<file path="src/rtl/spi_slave_pkg.sv">
// spi_slave_pkg: shared types and constants for the SPI command slave.
//   cmd_e   : command codes carried in the CMD byte of a command/data pair
//   phase_e : which byte of the pair the next complete frame belongs to
//   STAT_*  : bit positions inside the status byte returned by RD_STATUS
package spi_slave_pkg;

    typedef enum logic [7:0] {
        CMD_WR_ADDR   = 8'h01,
        CMD_WR_DATA   = 8'h02,
        CMD_RD_DATA   = 8'h03,
        CMD_SAMPLE    = 8'h04,
        CMD_RD_STATUS = 8'h05
    } cmd_e;

    typedef enum logic {
        CMD  = 1'b0,
        DATA = 1'b1
    } phase_e;

    localparam int STAT_BUSY      = 7;
    localparam int STAT_CMD_ERR   = 6;
    localparam int STAT_FRAME_ERR = 5;
    localparam int STAT_DONE      = 4;
    localparam int STAT_CMD_MSB   = 3;

endpackage

</file>
<file path="src/rtl/spi_sync_edge.sv">
// spi_sync_edge: multi-flop synchronizer for one asynchronous input, with
// single-clk rise/fall pulses derived from the synchronized level.
//   clk, reset : system clock, synchronous active-high reset
//   din        : asynchronous input
//   rise, fall : one-clk pulses on synchronized 0->1 / 1->0 transitions
// RST_VAL is the level the chain assumes during reset, so that no edge is
// reported for a pin that simply sits at that level when reset releases.
module spi_sync_edge #(
    parameter int   SYNC_STAGES = 2,
    parameter logic RST_VAL     = 1'b0
) (
    input  logic clk,
    input  logic reset,
    input  logic din,
    output logic rise,
    output logic fall
);

    logic [SYNC_STAGES-1:0] sync_q;
    logic                   prev_q;

    always_ff @(posedge clk) begin
        if (reset) begin
            sync_q <= {SYNC_STAGES{RST_VAL}};
            prev_q <= RST_VAL;
        end else begin
            sync_q <= (sync_q << 1) | SYNC_STAGES'(din);
            prev_q <= sync_q[SYNC_STAGES-1];
        end
    end

    assign rise =  sync_q[SYNC_STAGES-1] & ~prev_q;
    assign fall = ~sync_q[SYNC_STAGES-1] &  prev_q;

endmodule

</file>
<file path="src/rtl/spi_cmd_slave.sv">
// spi_cmd_slave: SPI mode-0 slave decoding command/data byte pairs into
// register-file accesses, sample triggers and status reads. Everything runs
// on clk; sck/ssb/mosi are oversampled (clk must be >= 8x SCK).
//   sck, ssb, mosi, miso       : SPI pins (ssb active-low)
//   reg_addr, reg_wdata        : register address / write data
//   reg_we, reg_re             : one-clk write / read strobes
//   reg_rdata                  : read data, valid RD_LAT clks after reg_re
//   sample_req, sample_arg     : one-clk sample trigger and its argument
//   sample_busy, sample_done   : core busy level and completion pulse
// Optional: define SPI_SLAVE_AUTO_INC_EN to post-increment reg_addr after
// every WR_DATA write and every RD_DATA preload.
module spi_cmd_slave
    import spi_slave_pkg::*;
#(
    parameter int DATA_WIDTH  = 8,
    parameter int SYNC_STAGES = 2,
    parameter int RD_LAT      = 2
) (
    input  logic                  clk,
    input  logic                  reset,
    input  logic                  sck,
    input  logic                  ssb,
    input  logic                  mosi,
    output logic                  miso,
    output logic [DATA_WIDTH-1:0] reg_addr,
    output logic [DATA_WIDTH-1:0] reg_wdata,
    output logic                  reg_we,
    output logic                  reg_re,
    input  logic [DATA_WIDTH-1:0] reg_rdata,
    output logic                  sample_req,
    output logic [DATA_WIDTH-1:0] sample_arg,
    input  logic                  sample_busy,
    input  logic                  sample_done
);

    localparam int CNT_W = $clog2(DATA_WIDTH + 1);
    localparam logic [CNT_W-1:0] FULL = CNT_W'(DATA_WIDTH);

    logic sck_rise, sck_fall, ssb_rise, ssb_fall;
    logic [SYNC_STAGES-1:0] mosi_sync_p;
    logic mosi_s;

    phase_e phase_q, phase_d;
    logic in_frame_q;
    logic [CNT_W-1:0] bit_cnt_q;
    logic [DATA_WIDTH-1:0] rx_q, tx_q, status;
    logic [7:0] cmd_q;
    logic [3:0] last_cmd_q;
    logic cmd_err_q, frame_err_q, done_q;
    logic [RD_LAT-1:0] rd_vld_p;

    logic shift_in, byte_done, frame_bad, set_frame_err;
    logic exec, do_wr_addr, do_wr_data, do_sample, do_clr, set_cmd_err;
    logic start_rd, load_status;

    // ssb resets low so a select already held low at reset release is not
    // mistaken for a new frame start.
    spi_sync_edge #(.SYNC_STAGES(SYNC_STAGES), .RST_VAL(1'b0)) u_sync_sck (
        .clk(clk), .reset(reset), .din(sck), .rise(sck_rise), .fall(sck_fall)
    );
    spi_sync_edge #(.SYNC_STAGES(SYNC_STAGES), .RST_VAL(1'b0)) u_sync_ssb (
        .clk(clk), .reset(reset), .din(ssb), .rise(ssb_rise), .fall(ssb_fall)
    );

    // mosi shares the sck synchronizer latency, so it is aligned with sck_rise
    always_ff @(posedge clk) begin
        mosi_sync_p <= (mosi_sync_p << 1) | SYNC_STAGES'(mosi);
    end
    assign mosi_s = mosi_sync_p[SYNC_STAGES-1];

    assign shift_in      = in_frame_q && sck_rise && (bit_cnt_q != FULL);
    assign byte_done     = in_frame_q && ssb_rise && (bit_cnt_q == FULL);
    assign frame_bad     = in_frame_q && ssb_rise && (bit_cnt_q != FULL) && (bit_cnt_q != '0);
    assign set_frame_err = frame_bad || (in_frame_q && sck_rise && (bit_cnt_q == FULL));

    always_comb begin
        status                            = '0;
        status[STAT_BUSY]                 = sample_busy;
        status[STAT_CMD_ERR]              = cmd_err_q;
        status[STAT_FRAME_ERR]            = frame_err_q;
        status[STAT_DONE]                 = done_q;
        status[STAT_CMD_MSB:0]            = last_cmd_q;
    end

    always_ff @(posedge clk) begin
        if (reset) phase_q <= CMD;
        else       phase_q <= phase_d;
    end

    always_comb begin
        phase_d     = phase_q;
        exec        = 1'b0;
        do_wr_addr  = 1'b0;
        do_wr_data  = 1'b0;
        do_sample   = 1'b0;
        do_clr      = 1'b0;
        set_cmd_err = 1'b0;
        start_rd    = 1'b0;
        load_status = 1'b0;
        if (byte_done) begin
            if (phase_q == CMD) begin
                phase_d     = DATA;
                start_rd    = (rx_q[7:0] == CMD_RD_DATA);
                load_status = (rx_q[7:0] == CMD_RD_STATUS);
            end else begin
                phase_d = CMD;
                exec    = 1'b1;
                case (cmd_q)
                    CMD_WR_ADDR:   do_wr_addr = 1'b1;
                    CMD_WR_DATA:   do_wr_data = 1'b1;
                    CMD_RD_DATA:   ;
                    CMD_SAMPLE:    if (sample_busy) set_cmd_err = 1'b1;
                                   else             do_sample   = 1'b1;
                    CMD_RD_STATUS: do_clr = 1'b1;
                    default:       set_cmd_err = 1'b1;
                endcase
            end
        end
    end

    // rx is pure data: no reset needed, only written while a frame is open
    always_ff @(posedge clk) begin
        if (shift_in) rx_q <= {rx_q[DATA_WIDTH-2:0], mosi_s};
    end

    always_ff @(posedge clk) begin
        if (reset) begin
            in_frame_q  <= 1'b0;
            bit_cnt_q   <= '0;
            cmd_q       <= '0;
            last_cmd_q  <= '0;
            tx_q        <= '0;
            reg_addr    <= '0;
            reg_wdata   <= '0;
            reg_we      <= 1'b0;
            reg_re      <= 1'b0;
            sample_req  <= 1'b0;
            sample_arg  <= '0;
            cmd_err_q   <= 1'b0;
            frame_err_q <= 1'b0;
            done_q      <= 1'b0;
            rd_vld_p    <= '0;
        end else begin
            if (ssb_fall) begin
                in_frame_q <= 1'b1;
                bit_cnt_q  <= '0;
            end else if (ssb_rise) begin
                in_frame_q <= 1'b0;
            end else if (shift_in) begin
                bit_cnt_q <= bit_cnt_q + CNT_W'(1);
            end

            if (byte_done && phase_q == CMD) cmd_q <= rx_q[7:0];
            if (exec) last_cmd_q <= cmd_q[3:0];

            reg_we     <= do_wr_data;
            reg_re     <= start_rd;
            sample_req <= do_sample;
            if (do_wr_data) reg_wdata  <= rx_q;
            if (do_sample)  sample_arg <= rx_q;

            // read-data valid travels alongside the reg_re pulse
            rd_vld_p[0] <= reg_re;
            for (int i = 1; i < RD_LAT; i++) rd_vld_p[i] <= rd_vld_p[i-1];

            if (do_wr_addr) reg_addr <= rx_q;
`ifdef SPI_SLAVE_AUTO_INC_EN
            else if (reg_we || rd_vld_p[RD_LAT-1]) reg_addr <= reg_addr + DATA_WIDTH'(1);
`endif

            // tx: read preload beats everything; otherwise reload at byte end
            if (rd_vld_p[RD_LAT-1])        tx_q <= reg_rdata;
            else if (byte_done)            tx_q <= load_status ? status : '0;
            else if (in_frame_q && sck_fall) tx_q <= {tx_q[DATA_WIDTH-2:0], 1'b0};

            // clear first so a coincident set wins
            if (do_clr) begin
                cmd_err_q   <= 1'b0;
                frame_err_q <= 1'b0;
                done_q      <= 1'b0;
            end
            if (set_cmd_err)   cmd_err_q   <= 1'b1;
            if (set_frame_err) frame_err_q <= 1'b1;
            if (sample_done)   done_q      <= 1'b1;
        end
    end

    assign miso = tx_q[DATA_WIDTH-1];

endmodule

</file>
<file path="config.mk">
export PLATFORM = sky130hd
export DESIGN_NAME = spi_cmd_slave
export DESIGN_NICKNAME = d
export VERILOG_FILES = /design/src/rtl/spi_slave_pkg.sv /design/src/rtl/spi_sync_edge.sv /design/src/rtl/spi_cmd_slave.sv
export SDC_FILE = /design/constraint.sdc
export NUM_CORES = 1
export LEC_CHECK = 0
export BUFFER_PORTS_ARGS = -buffer_cell sky130_fd_sc_hd__buf_2
export CAP_MARGIN = 20
export CORE_ASPECT_RATIO = 1.5
export CORE_UTILIZATION = 60
export DETAILED_ROUTE_END_ITERATION = 10
export PLACE_DENSITY_LB_ADDON = 0.12
export SETUP_SLACK_MARGIN = 0.4
export SLEW_MARGIN = 20
export SYNTH_ARGS = -nofsm -noshare
export SYNTH_HDL_FRONTEND = slang
export SYNTH_SLANG_ARGS = --single-unit
</file>
<file path="constraint.sdc">
create_clock -name clk -period 5.2 [get_ports clk]
set_input_delay 0.52 -clock clk [delete_from_list [all_inputs] [get_ports clk]]
set_output_delay 0.52 -clock clk [all_outputs]
set_load 0.01 [all_outputs]
</file>
==> results of run 1 <==
-- power groups by stage --
stage | logic (mW) | registers (mW) | clock network (mW)
2_1_floorplan | 0.0119 | 0.593 | 0
3_3_place_gp | 0.0190 | 0.593 | 0
3_5_place_dp | 0.0193 | 0.593 | 0
4_1_cts | 0.0194 | 0.580 | 0.453
5_1_grt | 0.0216 | 0.580 | 0.479
6_report | 0.0192 | 0.580 | 0.446
-- final cells by class --
class                   count  area, sq um
well taps                  66         82.6
repair buffers             44          225
fillers                   368         1420
flip-flops and latches     74         1560
inverters                  21         78.8
clock inverters             7         78.8
clock buffers               9          124
multi-input cells         184         1280
-- cell usage after synthesis, types with 2 or more instances --
| library cell | number | area [sq um] |
|---|---|---|
| nor3b_1 | 2 | 15.0 |
| inv_1 | 20 | 75.1 |
| nand4_1 | 9 | 56.3 |
| buf_1 | 3 | 11.3 |
| nand3_1 | 9 | 45.0 |
| nand3b_1 | 3 | 22.5 |
| a311oi_1 | 7 | 61.3 |
| nand2b_1 | 5 | 31.3 |
| dfxtp_1 | 66 | 1320 |
| o21ai_0 | 4 | 20.0 |
| o31ai_1 | 9 | 67.6 |
| nor3_1 | 5 | 25.0 |
| nand2_1 | 13 | 48.8 |
| ha_1 | 4 | 50.1 |
| buf_2 | 8 | 40.0 |
| xnor2_1 | 3 | 26.3 |
| a32o_1 | 2 | 20.0 |
| nor2_1 | 21 | 78.8 |
| edfxtp_1 | 8 | 240 |
| a221oi_1 | 7 | 61.3 |
| mux2i_1 | 19 | 190 |
| nor2b_1 | 13 | 81.3 |
| nor4_1 | 4 | 25.0 |
| o221ai_1 | 7 | 61.3 |
| a31o_2 | 7 | 61.3 |
| a21oi_1 | 15 | 75.1 |
| clkbuf_1 | 12 | 45.0 |
| nor4b_1 | 2 | 17.5 |
-- kinds of logic (layout without fill, tap and decap cells) --
logic type      Yosys count  count (layout)
buf+inv                  45              81
xor+xnor                  3               3
flops                    74              74
compound gates           62              62
simple gates             96              96
fa+ha+maj                 4               4
mux                      19              19
-- registers in the layout, indices dropped and copies added, names as in the netlist, 2 cells and up --
| name | count |
|---|---|
| last_cmd_q | 4 |
| rx_q | 8 |
| cmd_q | 8 |
| u_sync_ssb.sync_q | 2 |
| reg_addr | 8 |
| rd_vld_p | 2 |
| bit_cnt_q | 4 |
| sample_arg | 8 |
| mosi_sync_p | 2 |
| u_sync_sck.sync_q | 2 |
| reg_wdata | 8 |
| tx_q | 8 |
-- path summary, 6_finish.rpt --
| check | startpoint | to | depth (start not counted) |
|---|---|---|---|
| max | u_sync_ssb.prev_q | frame_err_q | 6 |
| min | mosi | mosi_sync_p[0] | 1 |
| max reg2reg | u_sync_ssb.prev_q | frame_err_q | 6 |
| min reg2reg | mosi_sync_p[0] | mosi_sync_p[1] | 0 |
-- per-stage QoR --
step | std cells | worst slack (ns) | hold slack (ns)
final | 405 | 3.09 | 0.260
after detailed placement | 389 | 3.12 | 0.316
after global placement | 389 | 3.18 | 0.309
after CTS | 405 | 3.11 | 0.254
after global routing | 405 | 2.93 | 0.254
after floorplan | 303 | 3.56 | 0.310
-- routing by layer --
metal	up-vias	track usage, %	part of all wire (%)
met2	40	41.3	50
met4	0	9.09	1.9
met3	11	6.66	2.6
li1	1164	-	-
met1	1089	29.4	45
met5	-	0	0
-- placed cells by master (no fill, tap or decap), types with 3 or more instances in the layout --
cell        instances
o31ai_1             9
nor2_1             21
dfxtp_1            66
clkbuf_8            9
o221ai_1            7
nand4_1             9
a221oi_1            7
ha_1                4
a311oi_1            7
nor3_1              5
nor4_1              4
nand3b_1            3
a31o_2              7
nand3_1             9
buf_2              42
edfxtp_1            8
o21ai_0             4
nand2b_1            5
clkinvlp_4          3
nor2b_1            13
mux2i_1            19
nand2_1            13
a21oi_1            15
xnor2_1             3
inv_1              20
==> flow_summary.toml, run 1 <==
[worst_setup_path]
rrSetupSlack_ns = 3.09
cp_top_family = "simple AND/OR/NAND/NOR gates"
crit_path_start_kind = "flop"
crit_chain = "inv_1, ha_1, nand4_1, nand2b_1, o31a_1, a32o_1"
slowest_stage = "nand2b_1"
crit_type = "flop to flop"
worst-path-max-fanout = 15
worstSetupEndpointType = "flop"
cp_num_buf_inv = 1
worstPathArrival_ns = 2.35
slowest_delay_ns = 0.50
cp.required_ns = 5.44

[clock_network]
cts_sinks = 74
cts_max_path_buffers = 2
tritoncts = "built"
clk_latency_ns = 0.35
ctsHoldBuffers = 0
htree_num_levels = 3
cts_buffers = 9
post_cts_resized = 0
post_cts_buffers = 0
ctsRootBufferMaster = "clkbuf_8"
path_clk_slew_ns = 0.09

[layout]
fin_area_sq_um = 3430
drive_gt1_share_pct = 20.9
final_core_util_pct = 70.8
final_nets = 353
diodes = 0
syn_to_final_growth_pct = 13.5

[yosys]
syn_avg_cell_area_sq_um = 9.98
synth_compound_area_share_pct = 15.3
synthArstFlopShare_pct = 0
ys_seq_area_share_pct = 51.7
ys.flop_type = "dfxtp_1"
ys_ff_latch = 74
synth_nets = 322
synth_adder_area_share_pct = 1.66
syn-instance-count = 303
yosysWarnings = 0
synthMuxAreaShare_pct = 6.29
synth_edf_count = 8
synthSimpleGateAreaFrac_pct = 18.3
syn_area_sq_um = 3020
ys_types = 44
synth_xor_area_share_pct = 0.869
synth_top_family_by_area = "simple AND/OR/NAND/NOR gates"

[floorplanning]
die_x_microns = 60.0
die_y_microns = 88.9
initial_core_util_pct = 62.3
core_sq_um = 4850
die_area_sq_um = 5330
num_rows = 31
pin_count = 43

[sta]
final-setup-viol-count = 0
post-route-period-util_pct = 40.6
finalMaxSlewViolations = 0
hold_viol = 0
rsz0062_at_grt = "false"
period_needed_ns = 2.11
fmax_ghz = 0.473
setup_tns_ns = 0
fin_worst_skew_ns = 0.0123
slew_headroom_pct = 43.7
worst_pin_slew_ns = 0.839

[grt]
grt_pass1_wl_microns = 9570
grt_util_all_layers_pct = 24.5
antenna_found_initial = 0
grt_pass1_vias = 2063
grt_max_degree = 62
overflow = 0

[drt]
viasPerCell = 5.69
drt-pass1-iter-count = 4
drcViolationCount = 0
drtIter0Drc = 85
avgRoutedWirePerCell_microns = 14.9
wirelength_microns = 6030
ant_nets = 0
vias = 2304

[run_status]
status = "finished clean"

[pwr]
power_leakage_nw = 1.41
power_density_nw_per_um2 = 304
p_sw_uw = 235
p_int_uw = 810
pwr-share-comb_pct = 1.8
total_power_mw = 1.04
switching_share_pct = 22.5
clkPwrFrac_pct = 42.7
pwr-share-seq_pct = 55.5
ir_drop_mv = 0.254

[placement]
gp_congestion = 0.800
port_buffers = 42
hpwlAfterDp_microns = 4090
placed_cell_area_sq_um = 3230

[worst_hold_path]
hp-class = "primary input to flop"

[job]
drv_cap = 0
No activity file was read; power rests on OpenSTA's default activity.
==> run 2: changes to the inputs <==
Settings changed: ABC_AREA set to 1, CORE_UTILIZATION 60 to 51.
Clock period 5.2 ns to 1.77 ns, I/O delays scaled along.
==> flow_summary.toml, run 2 <==
[run_status]
status = "finished clean"

[drt]
drtIter0Drc = 149
drt-pass1-iter-count = 4
drcViolationCount = 0
avgRoutedWirePerCell_microns = 13.9
wirelength_microns = 7270
vias = 2688
ant_nets = 0
viasPerCell = 5.13

[grt]
use_met2_pct = 40.9
antenna_found_initial = 0
grt_pass1_wl_microns = 11000
overflow = 0
grt_max_degree = 27
use_met1_pct = 25.7
met3_usage_pct = 6.46
grt_util_all_layers_pct = 23.3
busiest_layer = "met2"
grt_pass1_vias = 2391

[yosys]
ys_seq_area_share_pct = 51.3
syn_avg_cell_area_sq_um = 8.22
ys.flop_type = "dfxtp_1"
ys_ff_latch = 74
yosys.area.top_type = "dfxtp_1"
synth_edf_count = 8
synthArstFlopShare_pct = 0
synthTopCellsByCount = "nor2_1, dfxtp_1, o21ai_0, inv_1, nand2_1"
yosysWarnings = 0
synth_area_leaders = "dfxtp_1, nor2_1, edfxtp_1"
ys_types = 29
syn_area_sq_um = 3040
yosys.cell_count.top_type = "nor2_1"
syn-instance-count = 370
synth_top_area_share_pct = 43.4
synth_nets = 389

[layout]
diodes = 0
mostFrequentLayoutCells = "nor2_1, dfxtp_1, buf_2"
drive_gt1_share_pct = 38.7
stdcell_count = 524
final_common_cell = "nor2_1"
syn_to_final_growth_pct = 34.8
final_nets = 466
final_core_util_pct = 70.9

[worst_setup_path]
timing.rr.start = "bit_cnt_q[0]"
cp.required_ns = 2.02
r2r_end = "reg_wdata[3]"
worstSetupEndpointType = "flop"
reg2reg_depth = 10
crit_top_cell = "inv_2"
rrSetupSlack_ns = 0.21
path_depth = 10
crit_type = "flop to flop"
crit_chain = "inv_2, ha_4, inv_2, nor2_4, nand3_4, nor2_8, buf_12, nand2_8, o21ai_1, nor2_1"
crit_path_start_kind = "flop"
worstPathArrival_ns = 1.81
cp_num_buf_inv = 3
crit_end = "reg_wdata[3]"
slowest_delay_ns = 0.34
crit_path_start = "bit_cnt_q[0]"
worst-path-max-fanout = 5
slowest_stage = "dfxtp_2"
cp_top_family = "simple AND/OR/NAND/NOR gates"

[clock_network]
tritoncts = "built"
clk_latency_ns = 0.36
cts_buffers = 9
path_clk_slew_ns = 0.08
cts_max_path_buffers = 2
htree_num_levels = 3
ctsRootBufferMaster = "clkbuf_8"
cts_sinks = 74

[sta]
slew_headroom_pct = 69.5
finalMaxSlewViolations = 0
period_needed_ns = 1.56
worst_pin_slew_ns = 0.458
fin_worst_skew_ns = 0.0104
post-route-period-util_pct = 87.9
worst_slack_ns = 0.214
rsz0062_at_grt = "true"
fmax_ghz = 0.643
hold_viol = 0
setup_tns_ns = 0
final-setup-viol-count = 0

[pwr]
ir_drop_mv = 0.561
power_density_nw_per_um2 = 740
total_power_mw = 3.03
power_leakage_nw = 1.80

[placement]
gp_congestion = 0.812
port_buffers = 42
dp.cells = 484
hpwlAfterDp_microns = 4510
post-place-ws_ns = 0.165

[floorplanning]
die_y_microns = 96.6
initial_core_util_pct = 52.6
num_rows = 34
core_sq_um = 5790
pin_count = 43
die_x_microns = 65.1
die_area_sq_um = 6280

[job]
drv_cap = 0

[worst_hold_path]
hp-class = "primary input to flop"
[run 2: what timing repair did]
item,4_1_cts,5_1_grt
setup buffers,10,9
hold buffers,1,0
gates resized for setup,40,54
pin swaps,23,22
hold endpoints to repair,1,0
setup endpoints to repair,57,53
gates cloned,1,3
[run 2: cell families (layout without fill, tap and decap cells)]
kind of cell | after synthesis | after routing | synth area share, %
compound gates | 71 | 71 | 11.9
fa+ha+maj | 4 | 4 | 1.65
buf+inv | 52 | 130 | 7.69
flops | 74 | 74 | 51.3
simple gates | 169 | 173 | 27.4
[run 2: tightest hold or removal path, stage by stage]
cell	delay (ns)
buf_2	0.07
inv_1	0.03
nor2_1	0.06
[run 2: how the worst min path moves through the flow]
stage / start / end / slack, ns / depth (start not counted)
floorplan: mosi / mosi_sync_p[0] / 0.20 / 0
global placement: mosi / mosi_sync_p[0] / 0.28 / 1
detailed placement: mosi / mosi_sync_p[0] / 0.28 / 1
CTS: ssb / u_sync_ssb.sync_q[0] / 0.02 / 3
global route: sck / u_sync_sck.sync_q[0] / 0.02 / 3
finish: ssb / u_sync_ssb.sync_q[0] / 0.02 / 3
[run 2: through the flow]
step | hold WS (ns) | cell area, sq um
finish | 0.0220 | 4100
global route | 0.0193 | 4100
CTS | 0.0210 | 3810
detailed placement | 0.283 | 3380
global placement | 0.280 | 3380
floorplan | 0.205 | 3060
[run 2: cell type report]
cell class / count / area, sq um
Clock buffer: 12 / 155
Clock inverter: 4 / 26.3
Fill cell: 468 / 1690
Inverter: 41 / 171
Multi-Input combinational cell: 248 / 1590
Sequential cell: 74 / 1570
Tap cell: 72 / 90.1
Timing Repair Buffer: 73 / 494
[run 2: layer usage]
layer	share of wire, %	wire (microns)
met4	2.8	206
met3	4.3	310
met5	0	0
met1	41	3000
met2	52	3750
[run 2: where the power goes]
part	internal, mW	total [mW]	leakage, nW	switching (mW)
Combinational	0.0445	0.108	1.10	0.0638
Clock	0.583	1.21	0.0924	0.626
Sequential	1.70	1.71	0.609	0.00965
Total	2.33	3.03	1.80	0.699
==> run 3: changes to the inputs <==
Settings changed: ABC_AREA 1 to unset.
==> flow_summary.toml, run 3 (synthesized netlist as in run 1, its figures left out) <==
[pwr]
power_density_nw_per_um2 = 714
power_leakage_nw = 1.78
ir_drop_mv = 0.658

[drt]
wirelength_microns = 7720
drt-pass1-iter-count = 4
viasPerCell = 5.62
avgRoutedWirePerCell_microns = 16.6
drcViolationCount = 0
vias = 2606
drtIter0Drc = 117
ant_nets = 0

[sta]
fin_worst_skew_ns = 0.0128
slew_headroom_pct = 71.6
fmax_ghz = 0.600
hold_viol = 0
period_needed_ns = 1.67
post-route-period-util_pct = 94.2
worst_pin_slew_ns = 0.427
final-setup-viol-count = 0
setup_tns_ns = 0
rsz0062_at_grt = "true"
finalMaxSlewViolations = 0

[worst_hold_path]
hp-class = "primary input to flop"

[floorplanning]
die_y_microns = 96.3
core_sq_um = 5740
die_x_microns = 64.9
initial_core_util_pct = 52.6
pin_count = 43
die_area_sq_um = 6250
num_rows = 34

[worst_setup_path]
worstSetupEndpointType = "flop"
worst-path-max-fanout = 4
crit_path_start_kind = "flop"
worstPathArrival_ns = 1.90
cp.required_ns = 2.00
crit_type = "flop to flop"

[clock_network]
path_clk_slew_ns = 0.08
cts_buffers = 9
cts_max_path_buffers = 2
cts_sinks = 74
clk_latency_ns = 0.34
tritoncts = "built"
ctsRootBufferMaster = "clkbuf_8"
htree_num_levels = 3

[grt]
antenna_found_initial = 0
grt_util_all_layers_pct = 25.6
overflow = 0
grt_pass1_wl_microns = 12000
grt_max_degree = 39
grt_pass1_vias = 2473

[job]
drv_cap = 0

[layout]
diodes = 0
final_nets = 406
mostFrequentLayoutCells = "dfxtp_1, buf_2, buf_4"
stdcell_count = 464
final_common_cell = "dfxtp_1"
multiInputGateArea_sq_um = 1630
drive_gt1_share_pct = 46.7
syn_to_final_growth_pct = 43.8
layout.area.seq_sq_um = 1570
fillerInstances = 402

[placement]
port_buffers = 42
gp_congestion = 0.799
hpwlAfterDp_microns = 4760
dp.cells = 420

[run_status]
status = "finished clean"
==> run 3: power by group <==
group | total (mW) | switching, mW | leakage [nW] | internal, mW
clock | 1.32 | 0.604 | 0.105 | 0.721
combinational | 0.0732 | 0.0445 | 1.07 | 0.0288
sequential | 1.71 | 0.00558 | 0.609 | 1.70
total | 3.10 | 0.654 | 1.78 | 2.45
==> run 3: routing by layer <==
layer	global-route usage, %	up-vias	routed length, microns
met5	0	-	0
met2	46.2	62	4170
met1	29.6	1272	3160
met4	7.22	0	104
met3	6.16	11	282
li1	-	1261	-
==> run 3: per-stage QoR <==
| step | cell area, sq um | setup slack (ns) | hold slack, ns | util (%) | total power [mW] |
|---|---|---|---|---|---|
| 2_1_floorplan | 3210 | 0.236 | 0.205 | - | 1.78 |
| 3_3_place_gp | 3580 | 0.120 | 0.281 | 62.4 | 1.81 |
| 3_5_place_dp | 3580 | 0.0888 | 0.281 | 62.4 | 1.81 |
| 4_1_cts | 4150 | 0.146 | 0.0291 | 72.2 | 3.12 |
| 5_1_grt | 4350 | 0.0294 | 0.0497 | 75.7 | 3.20 |
| 6_report | 4350 | 0.103 | 0.0366 | 75.7 | 3.10 |
==> run 3: timing repair <==
item,4_1_cts,5_1_grt
endpoints found under the setup margin,62,62
pin swaps,11,9
setup buffers,13,12
hold buffers,1,0
gates cloned,2,0
hold endpoints to repair,1,0
resized for setup,40,16
==> run 3: final cells by class <==
class	instances	share of cell area, %
inverters	21	1.81
multi-input cells	184	37.4
flip-flops and latches	74	36.2
repair buffers	97	17.9
clock inverters	5	1.21
well taps	72	2.07
clock buffers	11	3.48
==> run 3: critical path, cell delays in order, from the launching register on <==
cell and delay (ns):
dfxtp_2 0.35, inv_2 0.04, ha_4 0.15, buf_4 0.13, buf_6 0.10, and3b_2 0.28
nor4b_4 0.29, xnor2_1 0.15, nor3_1 0.06
==> run 3: path summary, 6_finish.rpt <==
path | from | endpoint | slack [ns] | depth (start not counted)
hold reg to reg | mosi_sync_p[0] | mosi_sync_p[1] | 0.33 | 0
hold / removal | sck | u_sync_sck.sync_q[0] | 0.04 | 2
setup / recovery | bit_cnt_q[0] | bit_cnt_q[2] | 0.10 | 8
setup reg to reg | bit_cnt_q[0] | bit_cnt_q[2] | 0.10 | 8
